<file path="src/rtl/nor_mask_filt.sv">
// WIDTH-input NOR with per-input inversion mask, optional input pipeline and a
// registered, glitch-filtered output with valid (OV) and change (CHG) flags.
module nor_mask_filt #(
    parameter int                 WIDTH    = 5,
    parameter logic [WIDTH-1:0]   INV_MASK = {WIDTH{1'b1}},
    parameter int                 PIPE     = 1,
    parameter int                 FILTER   = 2,
    parameter logic               INIT     = 1'b0
) (
    input  logic             C,
    input  logic             CLRN,
    input  logic             CE,
    input  logic [WIDTH-1:0] I,
    output logic             O,
    output logic             OV,
    output logic             CHG
);

    localparam int             CW   = $clog2(FILTER + 2);
    localparam logic [CW-1:0]  CMAX = CW'(FILTER);

    generate
        if (WIDTH < 2 || WIDTH > 64) begin : g_err_width
            $error("nor_mask_filt: WIDTH must be in 2..64");
        end
        if (PIPE < 0 || PIPE > 3) begin : g_err_pipe
            $error("nor_mask_filt: PIPE must be in 0..3");
        end
        if (FILTER < 0 || FILTER > 255) begin : g_err_filter
            $error("nor_mask_filt: FILTER must be in 0..255");
        end
    endgenerate

    logic w_raw;
    logic w_stg;
    logic w_stg_v;

    assign w_raw = ~|(I ^ INV_MASK);

    generate
        if (PIPE == 0) begin : g_nopipe
            assign w_stg   = w_raw;
            assign w_stg_v = 1'b1;
        end else begin : g_pipe
            logic [PIPE-1:0] r_pd;
            logic [PIPE-1:0] r_vld_pipe;

            always_ff @(posedge C or negedge CLRN) begin
                if (!CLRN) begin
                    r_pd       <= '0;
                    r_vld_pipe <= '0;
                end else if (CE) begin
                    r_pd[0]       <= w_raw;
                    r_vld_pipe[0] <= 1'b1;
                    for (int k = 1; k < PIPE; k++) begin
                        r_pd[k]       <= r_pd[k-1];
                        r_vld_pipe[k] <= r_vld_pipe[k-1];
                    end
                end
            end

            assign w_stg   = r_pd[PIPE-1];
            assign w_stg_v = r_vld_pipe[PIPE-1];
        end
    endgenerate

    logic          r_o;
    logic          r_ov;
    logic          r_chg;
    logic [CW-1:0] r_cnt;

    // O flips only after FILTER+1 consecutive valid samples disagree with it;
    // any agreeing sample restarts the count.
    always_ff @(posedge C or negedge CLRN) begin
        if (!CLRN) begin
            r_o   <= INIT;
            r_ov  <= 1'b0;
            r_chg <= 1'b0;
            r_cnt <= '0;
        end else begin
            r_chg <= 1'b0;
            if (CE && w_stg_v) begin
                r_ov <= 1'b1;
                if (w_stg == r_o) begin
                    r_cnt <= '0;
                end else if (r_cnt == CMAX) begin
                    r_o   <= w_stg;
                    r_cnt <= '0;
                    r_chg <= 1'b1;
                end else begin
                    r_cnt <= r_cnt + 1'b1;
                end
            end
        end
    end

    assign O   = r_o;
    assign OV  = r_ov;
    assign CHG = r_chg;

endmodule

</file>
<file path="config.mk">
export PLATFORM = sky130hd
export DESIGN_NAME = nor_mask_filt
export DESIGN_NICKNAME = d
export VERILOG_FILES = /design/src/rtl/nor_mask_filt.sv
export SDC_FILE = /design/constraint.sdc
export NUM_CORES = 1
export LEC_CHECK = 0
export CORE_AREA = 2 2 39 41
export DETAILED_ROUTE_END_ITERATION = 16
export DIE_AREA = 0 0 41 43
export DONT_BUFFER_PORTS = 1
export PLACE_DENSITY = 0.42
export SKIP_CTS_REPAIR_TIMING = 1
export SLEW_MARGIN = 25
export SYNTH_ARGS = -nofsm -noshare
export SYNTH_HDL_FRONTEND = slang
export SYNTH_SLANG_ARGS = --single-unit
</file>
<file path="constraint.sdc">
create_clock -name C -period 3 [get_ports C]
set_clock_uncertainty 0.1 [all_clocks]
set_input_delay 0.6 -clock C [delete_from_list [all_inputs] [get_ports C]]
set_output_delay 0.6 -clock C [all_outputs]
set_load 0.03 [all_outputs]
</file>
* Word level (Yosys, flattened, before mapping)
Cells that the tools add are included.
** Storage, ports and cells
- Bits of input ports :: 8
- Output and inout port bits :: 3
- Bits in registers :: 7
- Logic and storage cells :: 20
** Cells by class
- Bitwise operators :: 2
- Muxes and demuxes :: 5
- $add $sub $neg :: 1
- Equality and inequality tests :: 2
- Reductions and logical operators :: 4
** Operator list (number)
- $not A5 Y5 :: 1
- $reduce_or A5 Y1 :: 1
- $mux W2 :: 2
- $mux W1 :: 3
- $reduce_and A3 Y1 :: 1
- $add A2 B1 Y2 const B :: 1
- $eq A2 B2 Y1 const B :: 1
- $eq A1 B1 Y1 :: 1
- $logic_and A1 B1 Y1 :: 1
- $logic_not A1 Y1 :: 1
- $not A1 Y1 :: 1

* Depth between registers and ports, before layout
Gate-level depths: netlist (run 1).
- Word-level depth :: 4
- Mapped depth :: 2
- Depth with buffers taken out :: 2

* Worst setup path before layout (run 1)
OpenSTA, ideal clock, no wires.
- Path kind :: input to register
- Start point :: input CE
- End point :: register r_o (netlist: O)
- Path slack :: 1752 ps
- Required time :: 2772 ps
- Library setup time :: 128 ps
- Stages on the path :: 2
- Path buffers :: 0
- Arrival :: 1021 ps
- Path through :: nand4b_1 > mux2_1
** On the way
- Longest elaborated chain between the ends :: 2
** RTL lines
- from (decl) :: line 12 : input logic CE,
- $logic_and A1 B1 Y1 :: line 82 : if (CE && w_stg_v) begin
- $reduce_and A3 Y1 (no line)
- to (signal assigned) :: line 87 : r_o <= w_stg;
- to (decl) :: line 67 : logic r_o;
No other way between the ends.
A chain may end at the register's enable or synchronous reset.

* Worst setup path in the final report (run 1)
- Start point :: register r_o (netlist: O)
- End point :: output O
** RTL lines
- to (decl) :: line 14 : output logic O,
No word-level cell between the ends.

==> results of run 1 <==
==> metrics by stage <==
stage                     total power, mW  hold WS [ns]  cell area (µm²)
after floorplan                     0.101         0.204              282
final                               0.186         0.358              338
after global placement              0.102         0.205              302
after detailed placement            0.102         0.205              302
after global routing                0.199         0.339              338
after CTS                           0.187       -0.0656              328
==> placed cells by master (no fill, tap or decap) <==
cell type	Yosys	layout
dfrtp_1	7	7
clkbuf_4	0	3
nand4b_1	2	2
o2bb2ai_1	2	2
nand3_1	2	2
xnor2_1	1	1
nor2_1	1	1
or2_2	1	1
mux2_1	1	1
nand2_1	1	1
nand2b_1	1	1
nand4bb_1	1	1
inv_1	1	1
o22ai_1	1	1
clkbuf_1	0	1
dlygate4sd3_1	0	1
==> layer usage <==
layer | routed length, µm | global-route usage [%]
met5 | 0 | 0
met4 | 0 | 2.00
met3 | 62 | 9.95
met2 | 200 | 6.56
met1 | 217 | 9.12
==> state kept, by name, indices dropped and copies added, names as in the netlist <==
signal,count
CHG,1
g_pipe.r_pd,1
OV,1
g_pipe.r_vld_pipe,1
O,1
r_cnt,2
==> cell usage after synthesis (all sizes together) <==
cell     instances
nand2b           1
o22ai            1
or2              1
dfrtp            7
mux2             1
o2bb2ai          2
nand2            1
xnor2            1
nand4bb          1
nand4b           2
nand3            2
nor2             1
inv              1
==> worst max path at each step <==
stage             startpoint       endpoint  slack (ns)  cells past startpoint
2_1_floorplan             CE  O$_DFFE_PN0P_        1.75                      2
3_3_place_gp              CE  O$_DFFE_PN0P_        1.73                      2
3_5_place_dp              CE  O$_DFFE_PN0P_        1.71                      2
4_1_cts        O$_DFFE_PN0P_              O        1.51                      0
5_1_grt        O$_DFFE_PN0P_              O        1.48                      0
6_report       O$_DFFE_PN0P_              O        1.52                      0
==> worst register-to-register path, delay by kind of cell, from the launching register on <==
| kind | cells | cell delay (ns) |
|---|---|---|
| DFF | 1 | 0.40 |
| muxes | 1 | 0.33 |
| and+or+nand+nor | 1 | 0.21 |
==> cell families (layout without fill, tap and decap cells) <==
| group | Yosys count | count (layout) | synth area share (%) |
|---|---|---|---|
| multiplexers | 1 | 1 | 4.00 |
| AND/OR/NAND/NOR | 9 | 9 | 20.9 |
| buffers and inverters | 1 | 6 | 1.33 |
| XOR/XNOR | 1 | 1 | 3.11 |
| AO/OA/AOI/OAI | 3 | 3 | 8.45 |
| flip-flops | 7 | 7 | 62.2 |
==> power by group through the flow <==
| stage | Combinational (mW) | Clock (mW) | Sequential, mW |
|---|---|---|---|
| 2_1_floorplan | 0.00327 | 0 | 0.0977 |
| 3_3_place_gp | 0.00382 | 0 | 0.0979 |
| 4_1_cts | 0.00380 | 0.0869 | 0.0963 |
| 6_report | 0.00632 | 0.0832 | 0.0963 |
| 5_1_grt | 0.00732 | 0.0954 | 0.0962 |
| 3_5_place_dp | 0.00384 | 0 | 0.0979 |
==> cell type report <==
type | count | area [µm²]
well taps | 16 | 20.0
inverters | 1 | 3.75
flip-flops and latches | 7 | 175
multi-input cells | 14 | 103
repair buffers | 1 | 10.0
clock buffers | 4 | 26.3
fillers | 149 | 1050
==> flow_summary.ini, run 1 <==
[timing]
fin_ws_ns = 1.52
grt_setup_unrepaired = no
tightest_slew_ns = 0.337
relSlewSlack_pct = 77.5
hold_viol = 0
setup_viol = 0
finalCritPeriodShare_pct = 49.3
maxSlewViolCount = 0
tns_ns = 0
fmax_ghz = 0.676
fin_crit_ns = 1.48

[setup_path]
crit_path_end_kind = output pin
worstSetupPathType = flop to output pin
r2r_start = r_cnt[0]$_DFFE_PN0P_
reg2regPathDepth = 2
required_ns = 2.30
critPathArrivalTime_ns = 0.78
cp_max_fo = 3
r2r-end = O$_DFFE_PN0P_
r2r_setup_slack_ns = 1.83
crit_path_start_kind = flop

[grt]
grt_usage_pct = 7.16
grt-ovfl-total = 0
grt_pass1_vias = 184
grt_pass1_wl_um = 738
antenna_found_initial = 0
grt_max_degree = 8

[worst_hold_path]
min_to = g_pipe.r_pd$_DFFE_PN0P_
min-delay-start = CE
whs_path_depth = 1
hp-class = input pin to flop

[place]
port_buffers = 0
hpwl_um = 370
post-place-cells = 38
dp_slack_ns = 1.71
gp_congestion = 0.750

[pwr]
power_switching_mw = 0.0369
ir_drop_mv = 0.252
intPower_mw = 0.149
p_leak_nw = 0.131
p_comb_share_pct = 3.4
seqPwrFrac_pct = 51.8
p_clk_share_pct = 44.8
cellPowerDensity_mw_per_mm2 = 550
p_sw_share_pct = 19.8

[cts]
tritoncts = yes
clk_latency_ns = 0.25
cts_sinks = 7
clk_pin_slew_worst_paths_ns = 0.05
cts_buffers = 3
clock_path_buffers = 2
htreeDepth = 1
clock-root-buffer = clkbuf_4

[outcome]
status = completed

[final_layout]
drive_gt1_share_pct = 14.8
diodes = 0
syn2layout_area_growth_pct = 20.0
instances_no_fill = 43
final_nets = 36
fin_util_pct = 24.4

[floorplan]
ios = 11
die_area_mm2 = 0.00176
die_h_um = 43
dieWidth_um = 41
initial_utilization_pct = 20.3
row_count = 14
core_area_mm2 = 0.00138

[synthesis]
syn_nets = 30
synth_seq_cells = 7
syn_area_per_cell_um2 = 12.8
seq_area_frac_synth_pct = 62.2
synth_top_area_cell = dfrtp_1
yosysWarningCount = 0
syn-instance-count = 22
synthTopCellsByArea = dfrtp_1 62%, nand4b_1 6.2%, o2bb2ai_1 6.2%
synth_area_um2 = 282
netlist.area_leader.share_pct = 62.2
ys_types = 13

[route]
wl_per_cell_um = 11.2
drc = 0
drtIter0Drc = 6
antenna_left = 0
viasPerCell = 4.60
vias = 198
drtPass1Iterations = 4
routed_wl_um = 480

[job]
drv_cap = 0
(Power assumes the default switching activity.)
==> run 2: changes to the inputs <==
Settings changed: PLACE_DENSITY 0.42 to 0.43.
Clock period 3 ns to 1.2 ns, I/O delays scaled along.
==> run 2 against run 1 <==
Cell area rose by 9.6%. Via count rose by 3.0%. Core utilization rose by 2.4 points. Die area did not move. Flip-flop and latch count did not move. Non-clock buffer count rose by 4. Sequential share of layout area fell by 4.6 points. Critical path depth rose by 2. Largest power group unchanged.
==> flow_summary.ini, run 2 (synthesized netlist as in run 1, its figures left out) <==
[floorplan]
die_h_um = 43
initial_utilization_pct = 20.3
core_area_mm2 = 0.00138
ios = 11
dieWidth_um = 41
row_count = 14
die_area_mm2 = 0.00176

[route]
drtPass1Iterations = 2
drtIter0Drc = 2
antenna_left = 0
wl_per_cell_um = 10.4
drc = 0
routed_wl_um = 491
viasPerCell = 4.34
vias = 204

[place]
port_buffers = 0
place_area_um2 = 309
gp_congestion = 0.602
dp_slack_ns = 0.0291
hpwl_um = 376

[outcome]
status = completed

[timing]
grt_setup_unrepaired = yes
fin_crit_ns = 1.16
whs_ns = 0.0456
tightest_slew_ns = 0.332
setup_viol = 0
tns_ns = 0
fin_ws_ns = 0.0446
fmax_ghz = 0.866
relSlewSlack_pct = 77.8
maxSlewViolCount = 0
finalCritPeriodShare_pct = 96.3
hold_viol = 0

[worst_hold_path]
hp-class = input pin to flop
whs_path_depth = 2

[pwr]
p_leak_nw = 0.151
ir_drop_mv = 0.439
p_comb_share_pct = 4.8
p_clk_share_pct = 44.0
seqPwrFrac_pct = 51.1
finalPower_mw = 0.470
intPower_mw = 0.377
p_sw_share_pct = 19.7
power_switching_mw = 0.0923
cellPowerDensity_mw_per_mm2 = 1270

[setup_path]
worst_path_max_delay_cell = dfrtp_1
worstSetupPathType = flop to flop
reg2regPathDepth = 2
cp_cell_sequence = nand4b_1, mux2_1
critPathArrivalTime_ns = 1.18
cp_max_fo = 3
crit_path_start_kind = flop
critical_path.max_stage_delay_ns = 0.39
required_ns = 1.22
crit_path_end_kind = flop

[cts]
clock-root-buffer = clkbuf_4
htreeDepth = 1
clk_pin_slew_worst_paths_ns = 0.05
clock_path_buffers = 2
cts_sinks = 7
cts_buffers = 3
clk_latency_ns = 0.24
tritoncts = yes

[final_layout]
final_nets = 40
largest_reg_flops = 2
syn2layout_area_growth_pct = 31.6
diodes = 0
final_cell_mix = 7 x dfrtp_1, 3 x clkbuf_4, 3 x buf_4
final_common_cell = dfrtp_1
finalInstanceArea_um2 = 370
top_register = r_cnt
drive_gt1_share_pct = 22.6

[grt]
grt_max_degree = 8
grt-ovfl-total = 0
grt_usage_pct = 7.69
antenna_found_initial = 0
grt_pass1_wl_um = 828
grt_pass1_vias = 199

[job]
drv_cap = 0
## run 2: changes by cell type in the layout (fill, tap and decap cells not counted)
| cell | change |
|---|---|
| buf_4 | +3 |
| dlygate4sd3_1 | +1 |
## run 2: cell type report
type,count,area [µm²]
Clock buffer,4,26.3
Fill cell,150,1010
Inverter,1,3.75
Multi-Input combinational cell,14,103
Sequential cell,7,175
Tap cell,16,20.0
Timing Repair Buffer,5,42.5
## run 2: per-stage QoR
stage / std cells / utilization (%)
2_1_floorplan: 22 / -
3_3_place_gp: 39 / 22.3
3_5_place_dp: 39 / 22.3
4_1_cts: 43 / 24.2
5_1_grt: 47 / 26.8
6_report: 47 / 26.8
## run 2: final timing paths
path                                      start                             to  slack [ns]
setup / recovery           r_cnt[0]$_DFFE_PN0P_                  O$_DFFE_PN0P_        0.04
hold / removal                               CE        g_pipe.r_pd$_DFFE_PN0P_        0.05
setup reg to reg           r_cnt[0]$_DFFE_PN0P_                  O$_DFFE_PN0P_        0.04
hold reg to reg            r_cnt[1]$_DFFE_PN0P_           r_cnt[1]$_DFFE_PN0P_        0.43
max in group asynchronous                  CLRN                  O$_DFFE_PN0P_        0.53
min in group asynchronous                  CLRN  g_pipe.r_vld_pipe$_DFFE_PN0P_        0.23
## run 2: per-layer routing
layer | part of all wire, % | GRT usage (%)
met5 | 0 | 0
met1 | 46 | 10.9
met4 | 0 | 6.00
met3 | 9.4 | 4.71
met2 | 44 | 7.81
## run 2: critical path, delay by kind of cell (launching register included)
| kind | cells | cell delay [ns] |
|---|---|---|
| flip-flops | 1 | 0.39 |
| multiplexers | 1 | 0.33 |
| AND/OR/NAND/NOR | 1 | 0.21 |
## run 2: power by group through the flow
| stage | Clock, mW | Sequential [mW] | Combinational (mW) |
|---|---|---|---|
| 2_1_floorplan | 0 | 0.244 | 0.00818 |
| 3_3_place_gp | 0 | 0.244 | 0.00947 |
| 3_5_place_dp | 0 | 0.244 | 0.00977 |
| 4_1_cts | 0.217 | 0.240 | 0.00978 |
| 5_1_grt | 0.232 | 0.240 | 0.0258 |
| 6_report | 0.207 | 0.240 | 0.0226 |
